==> src/rtl/ascon_serial_ctrl_if.sv <==
// Host-side command/result bundle for the serial Ascon sequencer.
// master = host driving commands, slave = controller.
interface ascon_serial_ctrl_if #(
    parameter int W = 128
);
    logic         cmd_valid;
    logic         cmd_ready;
    logic         cmd_decrypt;
    logic [W-1:0] key_i;
    logic [W-1:0] nonce_i;
    logic [W-1:0] ad_i;
    logic [W-1:0] data_i;
    logic         res_valid;
    logic         res_ready;
    logic [W-1:0] res_data;
    logic [W-1:0] res_tag;
    logic         res_error;

    modport master (
        output cmd_valid, cmd_decrypt, key_i, nonce_i, ad_i, data_i, res_ready,
        input  cmd_ready, res_valid, res_data, res_tag, res_error
    );

    modport slave (
        input  cmd_valid, cmd_decrypt, key_i, nonce_i, ad_i, data_i, res_ready,
        output cmd_ready, res_valid, res_data, res_tag, res_error
    );
endinterface

==> src/rtl/ascon_serial_ctrl.sv <==
// Sequencer: latch one parallel command, shift operands MSB-first into the serial core,
// pulse start, wait (with timeout) for ready, deserialise data/tag and hold them until res_ready.
module ascon_serial_ctrl #(
    parameter int W           = 128,
    parameter int TIMEOUT_CYC = 4096
) (
    input  logic                clk,
    input  logic                rst,
    ascon_serial_ctrl_if.slave  host,
    output logic                core_key_o,
    output logic                core_nonce_o,
    output logic                core_ad_o,
    output logic                core_data_o,
    output logic                core_start_o,
    output logic                core_decrypt_o,
    input  logic                core_out_i,
    input  logic                core_tag_i,
    input  logic                core_ready_i
);
    localparam int MAXV = (W > TIMEOUT_CYC) ? W : TIMEOUT_CYC;
    localparam int CW   = (MAXV > 1) ? $clog2(MAXV) : 1;
    localparam logic [CW-1:0] LAST_BIT = CW'(W - 1);
    localparam logic [CW-1:0] LAST_WAIT = CW'(TIMEOUT_CYC - 1);

    typedef enum logic [2:0] {
        S_IDLE, S_LOAD, S_START, S_WAIT, S_UNLOAD, S_DONE
    } state_t;

    state_t state_q, state_d;

    logic [CW-1:0] cnt;
    logic [W-1:0]  key_q, nonce_q, ad_q, data_q;
    logic          dec_q;
    logic [W-1:0]  res_data_q, res_tag_q;
    logic          res_error_q;

    always_ff @(posedge clk) begin
        if (rst) state_q <= S_IDLE;
        else     state_q <= state_d;
    end

    always_comb begin
        state_d        = state_q;
        host.cmd_ready = 1'b0;
        host.res_valid = 1'b0;
        core_key_o     = 1'b0;
        core_nonce_o   = 1'b0;
        core_ad_o      = 1'b0;
        core_data_o    = 1'b0;
        core_start_o   = 1'b0;
        core_decrypt_o = 1'b0;
        case (state_q)
            S_IDLE: begin
                host.cmd_ready = 1'b1;
                if (host.cmd_valid) state_d = S_LOAD;
            end
            S_LOAD: begin
                // operand registers shift left, so the MSB is always the bit due this cycle
                core_key_o     = key_q[W-1];
                core_nonce_o   = nonce_q[W-1];
                core_ad_o      = ad_q[W-1];
                core_data_o    = data_q[W-1];
                core_decrypt_o = dec_q;
                if (cnt == LAST_BIT) state_d = S_START;
            end
            S_START: begin
                core_start_o   = 1'b1;
                core_decrypt_o = dec_q;
                state_d        = S_WAIT;
            end
            S_WAIT: begin
                core_decrypt_o = dec_q;
                if (core_ready_i)           state_d = S_UNLOAD;
                else if (cnt == LAST_WAIT)  state_d = S_DONE;
            end
            S_UNLOAD: begin
                core_decrypt_o = dec_q;
                if (cnt == LAST_BIT) state_d = S_DONE;
            end
            S_DONE: begin
                host.res_valid = 1'b1;
                core_decrypt_o = dec_q;
                if (host.res_ready) state_d = S_IDLE;
            end
            default: state_d = S_IDLE;
        endcase
    end

    always_ff @(posedge clk) begin
        if (rst) begin
            cnt         <= '0;
            key_q       <= '0;
            nonce_q     <= '0;
            ad_q        <= '0;
            data_q      <= '0;
            dec_q       <= 1'b0;
            res_data_q  <= '0;
            res_tag_q   <= '0;
            res_error_q <= 1'b0;
        end else begin
            case (state_q)
                S_IDLE: begin
                    if (host.cmd_valid) begin
                        key_q       <= host.key_i;
                        nonce_q     <= host.nonce_i;
                        ad_q        <= host.ad_i;
                        data_q      <= host.data_i;
                        dec_q       <= host.cmd_decrypt;
                        res_error_q <= 1'b0;
                        cnt         <= '0;
                    end
                end
                S_LOAD: begin
                    key_q   <= {key_q[W-2:0], 1'b0};
                    nonce_q <= {nonce_q[W-2:0], 1'b0};
                    ad_q    <= {ad_q[W-2:0], 1'b0};
                    data_q  <= {data_q[W-2:0], 1'b0};
                    cnt     <= (cnt == LAST_BIT) ? '0 : cnt + CW'(1);
                end
                S_START: cnt <= '0;
                S_WAIT: begin
                    if (core_ready_i) begin
                        // the exit cycle already carries the first (MSB) output bit
                        res_data_q <= {res_data_q[W-2:0], core_out_i};
                        res_tag_q  <= {res_tag_q[W-2:0], core_tag_i};
                        cnt        <= CW'(1);
                    end else if (cnt == LAST_WAIT) begin
                        res_error_q <= 1'b1;
                        res_data_q  <= '0;
                        res_tag_q   <= '0;
                    end else begin
                        cnt <= cnt + CW'(1);
                    end
                end
                S_UNLOAD: begin
                    res_data_q <= {res_data_q[W-2:0], core_out_i};
                    res_tag_q  <= {res_tag_q[W-2:0], core_tag_i};
                    cnt        <= cnt + CW'(1);
                end
                default: ;
            endcase
        end
    end

    assign host.res_data  = res_data_q;
    assign host.res_tag   = res_tag_q;
    assign host.res_error = res_error_q;
endmodule
==> src/flat_wrapper.sv <==
// flat-port wrapper written by rule: the top's interface ports become plain ports
module ascon_serial_ctrl_flat 
#(
    parameter int W           = 128,
    parameter int TIMEOUT_CYC = 4096
)
  (clk, rst, core_key_o, core_nonce_o, core_ad_o, core_data_o, core_start_o, core_decrypt_o, core_out_i, core_tag_i, core_ready_i, host_cmd_valid, host_cmd_decrypt, host_key_i, host_nonce_i, host_ad_i, host_data_i, host_res_ready, host_cmd_ready, host_res_valid, host_res_data, host_res_tag, host_res_error);
  ascon_serial_ctrl_if #(.W(W)) host_i ();
  input  logic clk;
  input  logic rst;
  output logic core_key_o;
  output logic core_nonce_o;
  output logic core_ad_o;
  output logic core_data_o;
  output logic core_start_o;
  output logic core_decrypt_o;
  input  logic core_out_i;
  input  logic core_tag_i;
  input  logic core_ready_i;
  input wire logic [$bits(host_i.cmd_valid)-1:0] host_cmd_valid;
  input wire logic [$bits(host_i.cmd_decrypt)-1:0] host_cmd_decrypt;
  input wire logic [$bits(host_i.key_i)-1:0] host_key_i;
  input wire logic [$bits(host_i.nonce_i)-1:0] host_nonce_i;
  input wire logic [$bits(host_i.ad_i)-1:0] host_ad_i;
  input wire logic [$bits(host_i.data_i)-1:0] host_data_i;
  input wire logic [$bits(host_i.res_ready)-1:0] host_res_ready;
  output wire logic [$bits(host_i.cmd_ready)-1:0] host_cmd_ready;
  output wire logic [$bits(host_i.res_valid)-1:0] host_res_valid;
  output wire logic [$bits(host_i.res_data)-1:0] host_res_data;
  output wire logic [$bits(host_i.res_tag)-1:0] host_res_tag;
  output wire logic [$bits(host_i.res_error)-1:0] host_res_error;
  assign host_i.cmd_valid = host_cmd_valid;
  assign host_i.cmd_decrypt = host_cmd_decrypt;
  assign host_i.key_i = host_key_i;
  assign host_i.nonce_i = host_nonce_i;
  assign host_i.ad_i = host_ad_i;
  assign host_i.data_i = host_data_i;
  assign host_i.res_ready = host_res_ready;
  assign host_cmd_ready = host_i.cmd_ready;
  assign host_res_valid = host_i.res_valid;
  assign host_res_data = host_i.res_data;
  assign host_res_tag = host_i.res_tag;
  assign host_res_error = host_i.res_error;
  ascon_serial_ctrl #(.W(W), .TIMEOUT_CYC(TIMEOUT_CYC)) u_core (.clk(clk), .rst(rst), .host(host_i), .core_key_o(core_key_o), .core_nonce_o(core_nonce_o), .core_ad_o(core_ad_o), .core_data_o(core_data_o), .core_start_o(core_start_o), .core_decrypt_o(core_decrypt_o), .core_out_i(core_out_i), .core_tag_i(core_tag_i), .core_ready_i(core_ready_i));
endmodule
==> config.mk <==
export PLATFORM = sky130hd
export DESIGN_NAME = ascon_serial_ctrl_flat
export DESIGN_NICKNAME = d
export VERILOG_FILES = /design/src/rtl/ascon_serial_ctrl_if.sv /design/src/rtl/ascon_serial_ctrl.sv /design/src/flat_wrapper.sv
export SDC_FILE = /design/constraint.sdc
export NUM_CORES = 2
export LEC_CHECK = 0
export ABC_AREA = 1
export BUFFER_PORTS_ARGS = -buffer_cell sky130_fd_sc_hd__buf_2
export CORE_AREA = 2 2 308 310
export DETAILED_ROUTE_END_ITERATION = 8
export DIE_AREA = 0 0 310 312
export PLACE_DENSITY_LB_ADDON = 0.3
export SLEW_MARGIN = 40
export SYNTH_ARGS = -nofsm -noshare
export SYNTH_HDL_FRONTEND = slang
export SYNTH_SLANG_ARGS = --single-unit
==> constraint.sdc <==
create_clock -name clk -period 2.2 [get_ports clk]
set_clock_uncertainty 0.05 [all_clocks]
set_input_delay 0.33 -clock clk [delete_from_list [all_inputs] [get_ports clk]]
set_output_delay 0.33 -clock clk [all_outputs]
set_load 0.1 [all_outputs]
==> impl_metrics.json <==
{
  "routed_wirelength_um": 117000,
  "start_kind": "flop",
  "min_path_type": "input port to flop",
  "syn2layout_area_growth_pct": 43.9,
  "cts_max_path_buffers": 3,
  "p_leak_nw": 18.6,
  "cts_tree": "done",
  "path_depth": 6,
  "nets": 5829,
  "fin_tns_setup_ns": -0.00319,
  "viasPerCell": 5.17,
  "crit_path_end_kind": "output pin",
  "ys.warnings.count": 0,
  "synth_area_leader_cell": "dfxtp_1",
  "crit_slowest_cell": "dfxtp_2",
  "port_buffers": 784,
  "drt-initial-drc-count": 3478,
  "period_minus_slack_ns": 2.20,
  "grt_use_total_pct": 23.0,
  "clock_latency_ns": 0.66,
  "clock-root-buffer": "clkbuf_16",
  "drtAntennaViolNets": 0,
  "worst-path-max-fanout": 5,
  "grt_setup_unrepaired": "yes",
  "synth_fp_nets": 4699,
  "critical-path-top-delay-family": "flip-flops",
  "layout_common_cells": "nand2_1, dfxtp_1, buf_2",
  "overflow": 0,
  "place_ws_ns": 0.122,
  "slew-limit-headroom_pct": 47.8,
  "r2r_cells": 10,
  "vias": 34400,
  "cts.sinks": 785,
  "initial_core_util_pct": 33.8,
  "place_area_um2": 36900,
  "dp_hpwl_um": 72600,
  "layout_commonest_cell": "nand2_1",
  "synthTopCellsByArea": "dfxtp_1, nand2_1, a31oi_1",
  "rows": 112,
  "synthXorXnorAreaFrac_pct": 0.0279,
  "synthAdderAreaFrac_pct": 0.0398,
  "cts_buffers": 87,
  "p_int_mw": 34.8,
  "synth.area.mux_share_pct": 0,
  "fin_crit_sh_pct": 100,
  "synthSimpleGateAreaFrac_pct": 21.0,
  "synth_top_family_by_area": "compound AO/OA/AOI/OAI gates",
  "netlist.area_leader.share_pct": 50.0,
  "nFillCells": 8833,
  "synth_area_per_cell_um2": 7.53,
  "ys_seq_area_share_pct": 50.0,
  "finalSetupViolCount": 1,
  "tightest_slew_ns": 0.783,
  "clkSlewWorstSetupHoldPaths_ns": 0.06,
  "clkPwrFrac_pct": 26.0,
  "violations": "setup timing",
  "drt-pass1-iter-count": 6,
  "cp.required_ns": 1.82,
  "p_per_area_nw_per_um2": 1240,
  "antenna_found_initial": 21,
  "pwr-share-comb_pct": 36.2,
  "drv_cap": 0,
  "power_frac_seq_pct": 37.8,
  "fin_ws_ns": -0.00319,
  "dp.cells": 5939,
  "vdd.ir_drop.worst_mv": 0.671,
  "grt_pass1_wl_um": 180000,
  "coreArea_um2": 93000,
  "synth_compound_gate_area_share_pct": 22.7,
  "synth-seq-cells": 785,
  "final_cells": 6647,
  "synth_cell_types": 24,
  "fin_util_pct": 48.6,
  "grt_pass1_vias": 33400,
  "worstSetupPathType": "flop to output pin",
  "hold_viol": 0,
  "drive_gt1_share_pct": 20.2,
  "drv_slew": 0,
  "fmax_ghz": 0.454,
  "holdPathStages": 3,
  "io_pins": 785,
  "path_buf_inv": 3,
  "timing.critical_path.slowest_cell_delay_ns": 0.34,
  "worstPathCellList": "nor2_2 -> inv_2 -> nor2_4 -> inv_4 -> a31oi_4 -> buf_12",
  "die_h_um": 312,
  "cp.arrival_ns": 1.82,
  "drc": 0,
  "dieArea_um2": 96700,
  "grt_max_degree": 118,
  "synthCells": 4178,
  "wl_per_cell_um": 17.6,
  "die_width_um": 310,
  "status": "finished, violations left",
  "stdcell_area_um2": 45300,
  "routabilityCongestion": 0.858,
  "synth_area_um2": 31400,
  "power.switching_mw": 21.4,
  "htreeDepth": 3,
  "swShare_pct": 38.1
}
## power by group through the flow
stage               Sequential (mW)  Clock, mW  Combinational, mW
floorplan                      20.8          0               13.2
global placement               21.3          0               18.5
detailed placement             21.3          0               18.7
CTS                            21.1       14.9               20.1
global route                   21.8       15.5               22.7
finish                         21.3       14.6               20.3
## flip-flops by register name (all words and copies together) (netlist names)
name	cells
u_core.state_q	3
u_core.data_q	128
u_core.host.res_error	1
u_core.nonce_q	128
u_core.dec_q	1
u_core.ad_q	128
u_core.cnt	12
u_core.key_q	128
u_core.host.res_tag	128
u_core.host.res_data	128
## cell families (layout without fill, tap and decap cells)
logic type,Yosys count,in the layout
DFF,785,785
AOI/OAI and AO/OA,1300,1300
and+or+nand+nor,1653,1653
other,0,18
xor gates and xnor gates,1,1
buffers and inverters,438,1635
adders and majority gates,1,1
## final timing paths
check                           slack, ns         startpoint               to
worst max-delay path               -0.003  u_core.state_q[1]   core_decrypt_o
worst min-delay path                 0.06     host_cmd_valid  u_core.key_q[0]
worst max register to register       0.12  u_core.state_q[1]  u_core.ad_q[22]
worst min register to register       0.42     u_core.ad_q[0]   u_core.ad_q[0]
## stage by stage
stage	hold slack (ns)	total power, mW
2_1_floorplan	0.384	34.0
3_3_place_gp	0.399	39.8
3_5_place_dp	0.409	40.0
4_1_cts	0.000357	56.2
5_1_grt	0.0214	60.0
6_report	0.0572	56.2
## layout make-up
class	count	area [um^2]	share of cell area, %
antenna	18	45.0	0.0995
clock inverter	37	419	0.926
inverter	41	176	0.390
sequential	785	15700	34.7
timing repair buffer	1438	11000	24.4
multi-input combinational	2955	13900	30.7
clock buffer	119	2430	5.36
tap	1254	1570	3.47
## timing repair
| action | CTS | global route |
|---|---|---|
| endpoints found under the setup margin | 8 | 172 |
| endpoints found under the hold margin | 520 | 0 |
| pin swaps | 7 | 3 |
| resized for setup | 18 | 10 |
| cloned | 1 | 0 |
| hold buffers | 519 | 0 |
| setup buffers | 14 | 0 |
## cell usage after synthesis (all sizes together)
master,n
ha,1
o21ai,517
xor2,1
nand4,4
clkbuf,208
buf,189
a31oi,509
nor3,3
nor2,35
o21bai,1
nand3,276
inv,41
a21oi,272
nand2,1333
dfxtp,785
nand3b,2
o211a,1
## tightest hold or removal path: cells and delay by family
family	cells	cell delay [ns]
AND/OR/NAND/NOR	1	0.11
AO/OA/AOI/OAI	1	0.06
buffers and inverters	1	0.19
## layer usage
metal / vias up / part of all wire [%] / GRT usage, %
li1: 16700 / - / -
met1: 15900 / 41 / 28.1
met2: 1393 / 45 / 36.4
met3: 406 / 7.0 / 5.49
met4: 8 / 6.2 / 14.1
met5: - / 0.042 / 0
Note: power is estimated with default switching activity, not from simulation.
